==> config.mk <==
export PLATFORM = sky130hd
export DESIGN_NAME = fifo_rd_stream
export DESIGN_NICKNAME = d
export VERILOG_FILES = /design/src/rtl/fifo_rd_stream.sv
export SDC_FILE = /design/constraint.sdc
export NUM_CORES = 1
export LEC_CHECK = 0
export BUFFER_PORTS_ARGS = -buffer_cell sky130_fd_sc_hd__buf_4
export CAP_MARGIN = 20
export CELL_PAD_IN_SITES_DETAIL_PLACEMENT = 1
export CELL_PAD_IN_SITES_GLOBAL_PLACEMENT = 1
export CORE_MARGIN = 8
export CORE_UTILIZATION = 35
export DETAILED_ROUTE_END_ITERATION = 7
export PLACE_DENSITY = 0.63
export SETUP_SLACK_MARGIN = 0.1
export SYNTH_ARGS = -nofsm -noshare
export SYNTH_HDL_FRONTEND = slang
export SYNTH_SLANG_ARGS = --single-unit
==> constraint.sdc <==
create_clock -name clk -period 2.3 [get_ports clk]
set_input_delay 0.345 -clock clk [delete_from_list [all_inputs] [get_ports clk]]
set_output_delay 0.345 -clock clk [all_outputs]
set_load 0.01 [all_outputs]
==> src/rtl/fifo_rd_stream.sv <==
// fifo_rd_stream
//   Read-side adapter for a fixed-latency synchronous FIFO. Issues fifo_rd_en
//   whenever the FIFO has data and a skid-buffer slot is guaranteed for the word,
//   tracks reads in flight with a valid pipe, captures returning data into the
//   skid buffer and presents it as a valid/ready stream.
//
// Ports
//   clk, rst_n  clock (rising edge), asynchronous active-low reset
//   fifo_empty  FIFO empty flag
//   fifo_rd_en  FIFO read strobe, one word per asserted cycle
//   fifo_data   FIFO read data, valid RD_LATENCY clocks after fifo_rd_en
//   m_valid     output word available
//   m_ready     consumer accepts the word
//   m_data      output word
//   busy        reads in flight or buffer non-empty
//   rd_count    words delivered on the stream, wraps at 2^16
module fifo_rd_stream #(
    parameter int DATA_WIDTH = 8,
    parameter int RD_LATENCY = 2,
    parameter int SKID_DEPTH = 4
) (
    input  logic                  clk,
    input  logic                  rst_n,
    input  logic                  fifo_empty,
    output logic                  fifo_rd_en,
    input  logic [DATA_WIDTH-1:0] fifo_data,
    output logic                  m_valid,
    input  logic                  m_ready,
    output logic [DATA_WIDTH-1:0] m_data,
    output logic                  busy,
    output logic [15:0]           rd_count
);
    localparam int PW = $clog2(SKID_DEPTH);
    localparam int CW = $clog2(SKID_DEPTH + 1);
    // wide enough to hold inflight + buf_cnt without overflow
    localparam int SW = $clog2(RD_LATENCY + SKID_DEPTH + 1);

    logic [RD_LATENCY-1:0] vpipe_q, vpipe_d;
    logic [PW-1:0]         wptr_q, wptr_d;
    logic [PW-1:0]         rptr_q, rptr_d;
    logic [CW-1:0]         buf_cnt_q, buf_cnt_d;
    logic [15:0]           rd_count_q, rd_count_d;
    logic [DATA_WIDTH-1:0] skid_q [SKID_DEPTH];
    logic [DATA_WIDTH-1:0] skid_d [SKID_DEPTH];

    logic [SW-1:0] inflight;
    logic          credit_ok;
    logic          push;
    logic          pop;

    always_comb begin
        inflight = '0;
        for (int i = 0; i < RD_LATENCY; i++) begin
            inflight = inflight + SW'(vpipe_q[i]);
        end
    end

    // Credit uses the registered count only: a slot freed by this cycle's pop
    // becomes usable next cycle, keeping the read strobe off the m_ready path.
    assign credit_ok  = (inflight + SW'(buf_cnt_q)) < SW'(SKID_DEPTH);
    assign fifo_rd_en = rst_n && !fifo_empty && credit_ok;

    generate
        if (RD_LATENCY == 1) begin : g_lat1
            assign vpipe_d = fifo_rd_en;
        end else begin : g_latn
            assign vpipe_d = {vpipe_q[RD_LATENCY-2:0], fifo_rd_en};
        end
    endgenerate

    assign push     = vpipe_q[RD_LATENCY-1];
    assign m_valid  = (buf_cnt_q != '0);
    assign m_data   = skid_q[rptr_q];
    assign pop      = m_valid && m_ready;
    assign busy     = (inflight != '0) || m_valid;
    assign rd_count = rd_count_q;

    always_comb begin
        skid_d     = skid_q;
        wptr_d     = wptr_q;
        rptr_d     = rptr_q;
        buf_cnt_d  = buf_cnt_q;
        rd_count_d = rd_count_q;
        if (push) begin
            skid_d[wptr_q] = fifo_data;
            wptr_d         = wptr_q + PW'(1);
        end
        if (pop) begin
            rptr_d     = rptr_q + PW'(1);
            rd_count_d = rd_count_q + 16'd1;
        end
        case ({push, pop})
            2'b10:   buf_cnt_d = buf_cnt_q + CW'(1);
            2'b01:   buf_cnt_d = buf_cnt_q - CW'(1);
            default: buf_cnt_d = buf_cnt_q;
        endcase
    end

    // Buffer storage is reset too so m_data reads 0 while in reset.
    always_ff @(posedge clk or negedge rst_n) begin
        if (!rst_n) begin
            vpipe_q    <= '0;
            wptr_q     <= '0;
            rptr_q     <= '0;
            buf_cnt_q  <= '0;
            rd_count_q <= '0;
            for (int i = 0; i < SKID_DEPTH; i++) begin
                skid_q[i] <= '0;
            end
        end else begin
            vpipe_q    <= vpipe_d;
            wptr_q     <= wptr_d;
            rptr_q     <= rptr_d;
            buf_cnt_q  <= buf_cnt_d;
            rd_count_q <= rd_count_d;
            skid_q     <= skid_d;
        end
    end
endmodule

==> key figures <==
Drt
  – DR iter-0 viols: 35
  – Final ANT Viol Nets: 0
  – Wire per inst: 16.3 um
  – WL final: 5500 um
  – Vias: 1,602
  – Avg Vias per Cell: 4.74
  – Pre-Repair DR Iteration Count: 4
  – DRC Markers: 0

Setup path
  – Worst r2r path cells: 8
  – Worst path required time: 1.96 ns
  – Worst reg2reg setup slack: 0.29 ns
  – Capturing point of the worst reg2reg path: buf_cnt_q[2]$_DFFE_PN0P_
  – Critical path class: flop to output pin
  – Nature of the critical path startpoint: flop
  – Crit path capture type: output pin
  – Worst r2r src: buf_cnt_q[1]$_DFFE_PN0P_
  – Crit path arrival time: 1.78 ns
  – CP max FO: 4

Run status
  – Run status: completed

Final layout
  – Final nets: 258
  – # diodes: 0
  – Syn-to-layout area delta: 25.5%
  – Final Instance Count excl. Fillers: 338
  – Post-layout util: 45.1%
  – Fillcell total: 760
  – Fraction of layout cells with a size suffix above 1: 42.3%

Place
  – IO buf count: 38
  – Post-detail-place hpwl: 3740 um
  – Inst Count DP: 320
  – Routability cong.: 0.708
  – Worst slack, placed: 0.302 ns

Worst hold path
  – Hold Path Sink: vpipe_q[0]$_DFF_PN0_
  – Worst Hold Depth: 2
  – Hold path start: fifo_empty
  – Worst Hold Class: primary input to flop

Die
  – DIE AREA: 10,400 um2
  – Die outline width: 102 um
  – Core Area: 7180 um2
  – Starting density of the core: 35.9%
  – Cell row count: 31
  – Die H: 102 um
  – Ports: 39

Pwr
  – Cell Pwr Density: 1300 nW/um2
  – Int Pwr: 2820 uW
  – P_leak: 0.00143 uW
  – Power share of the sequential group: 42.1%
  – Net load switching power: 1370 uW
  – Switching Share: 32.7%
  – Tot Pwr: 4190 uW
  – Clk pwr share: 19.3%
  – Worst vdd ir: 418 uV
  – Combinational share of power: 38.6%

Yosys
  – Most common cell in the netlist: dfrtp_1
  – Post-synth EDFFs: 0
  – Multiplexer share of the synthesized area: 21.4%
  – Seq/Total Area, Yosys: 55.4%
  – XOR/XNOR Fraction of Synth Area: 7.48%
  – Cell Area, Synth: 2580 um2
  – Compound-gate portion of the synthesized area: 1.26%
  – Post-synth ARST share: 100%
  – Share of the synthesized area in the top cell type: 55.4%
  – Largest cells by area after synthesis: dfrtp_1, mux2_2, mux4_2
  – Ys Warns: 0
  – Seq cells post-synth: 57
  – Synth top cells by count: dfrtp_1, mux2_2, xnor2_1, nand2_1, inv_1
  – Syn nets: 205
  – Main combinational cell family by area after synthesis: multiplexers
  – Synth Area in Simple Gates: 7.14%
  – Post-synth top area cell: dfrtp_1
  – Cell variety after synth: 24
  – Main synth FF type: dfrtp_1
  – Syn avg cell area: 14.1 um2
  – Mapped Cells: 183
  – Post-Synth Adder-Cell Area: 5.15%

STA
  – Final worst slack: 0.177 ns
  – Final hold violations: 0
  – Pins Over Slew Limit: 0
  – RSZ-0062 raised after global routing: true
  – Min cycle time layout: 2.12 ns
  – Max Clk Rate: 0.471 GHz
  – Final setup vio count: 0
  – Worst clock skew: 0.00924 ns
  – Setup TNS: 0 ns
  – Actual slew at the worst max-slew pin: 0.452 ns
  – Worst rel slew slack: 69.6%
  – Crit share post-route: 92.3%

Clock tree
  – H-tree Lvls: 3
  – Clock Path Buffers: 2
  – Clock tree from TritonCTS: yes
  – CTS sink cnt: 57
  – Reg clk slew, reported paths: 0.07 ns
  – CTS root buf: clkbuf_8
  – Worst skew pair latency: 0.33 ns
  – Total CTS buffers: 9

Global route
  – Vias in the first global route: 1,787
  – Initial antenna violation count: 0
  – Total gr overflow: 0
  – Largest net degree at the start of global routing: 35
  – First-pass GRT wire length: 9110 um
  – Global Route Usage Sum: 11.7%

Job
  – MaxCap Viol Count: 0
==> repair_timing <==
item	4_1_cts	5_1_grt
endpoints found under the hold margin	23	0
hold buffers	1	0
gates resized for setup	5	2
setup buffers	1	2
setup endpoints to repair	1	1
pin swaps	4	3
==> stage by stage <==
stage / cell area (um2) / hold slack (ns)
2_1_floorplan: 2580 / 0.0494
3_3_place_gp: 3000 / 0.279
3_5_place_dp: 3000 / 0.281
4_1_cts: 3200 / 0.155
5_1_grt: 3230 / 0.170
6_report: 3230 / 0.172
==> registers in the layout, indices dropped and copies added, names as in the netlist <==
register,count
skid_q,32
rd_count,16
buf_cnt_q,3
rptr_q,2
vpipe_q,2
wptr_q,2
==> cell families after synthesis <==
logic type,after synthesis
buf+inv,15
xor+xnor,22
compound gates,3
flops,57
mux,41
simple gates,35
fa+ha+maj,10
==> power groups by stage <==
stage / Clock [uW] / Combinational (uW) / Sequential (uW)
after floorplan: 0 / 1070 / 1660
after detailed placement: 0 / 1600 / 1780
final: 808 / 1620 / 1760
after global placement: 0 / 1560 / 1760
after global routing: 884 / 1790 / 1830
after CTS: 834 / 1610 / 1770
==> worst max-delay path by stage <==
stage,slack (ns),end,cells after the start,start
6_report,0.18,fifo_rd_en,6,vpipe_q[1]$_DFF_PN0_
5_1_grt,0.08,fifo_rd_en,6,vpipe_q[1]$_DFF_PN0_
4_1_cts,0.12,fifo_rd_en,6,vpipe_q[1]$_DFF_PN0_
3_5_place_dp,0.30,fifo_rd_en,6,vpipe_q[1]$_DFF_PN0_
3_3_place_gp,0.34,fifo_rd_en,6,vpipe_q[1]$_DFF_PN0_
2_1_floorplan,0.40,buf_cnt_q[2]$_DFFE_PN0P_,8,buf_cnt_q[1]$_DFFE_PN0P_
==> per-layer routing <==
| metal | track usage (%) | part of all wire (%) | up-vias |
|---|---|---|---|
| li1 | - | - | 741 |
| met4 | 5.84 | 1.8 | 0 |
| met1 | 14.6 | 47 | 808 |
| met3 | 4.05 | 6.7 | 12 |
| met2 | 17.6 | 44 | 41 |
| met5 | 0 | 0 | - |
==> critical path, stage by stage (launching register included) <==
cell and delay (ns):
dfrtp_2 0.45, ha_4 0.17, ha_4 0.27, a31oi_4 0.08, xnor2_1 0.15, nor3b_2 0.18
buf_4 0.15
==> cells in the final DEF (no fill, tap or decap) <==
cell type	Yosys	final
o21ai_0	1	1
nor2_1	2	2
a31oi_4	0	1
buf_1	1	1
mux2i_1	1	1
dfrtp_1	57	56
mux4_2	8	8
nor3b_2	0	1
fa_1	1	1
ha_4	0	2
dlygate4sd3_1	0	1
xnor2_1	18	18
nand4_1	5	5
nand2_1	15	15
clkbuf_8	0	11
nand3_1	6	6
buf_4	0	43
o31ai_4	1	1
nor3_1	1	1
dfrtp_2	0	1
and3_1	2	2
mux2_2	32	32
ha_1	9	7
xor2_1	4	4
clkbuf_1	1	3
nor4_1	2	2
nor4_4	1	1
inv_1	12	12
==> area by class of cell <==
type | instances | area [um2] | share of cell area, %
flip-flops and latches | 57 | 1430 | 44.2
multi-input cells | 111 | 1140 | 35.2
repair buffers | 45 | 337 | 10.4
clock buffers | 14 | 163 | 5.03
well taps | 99 | 124 | 3.83
inverters | 12 | 45.0 | 1.39
(Power assumes the default switching activity.)
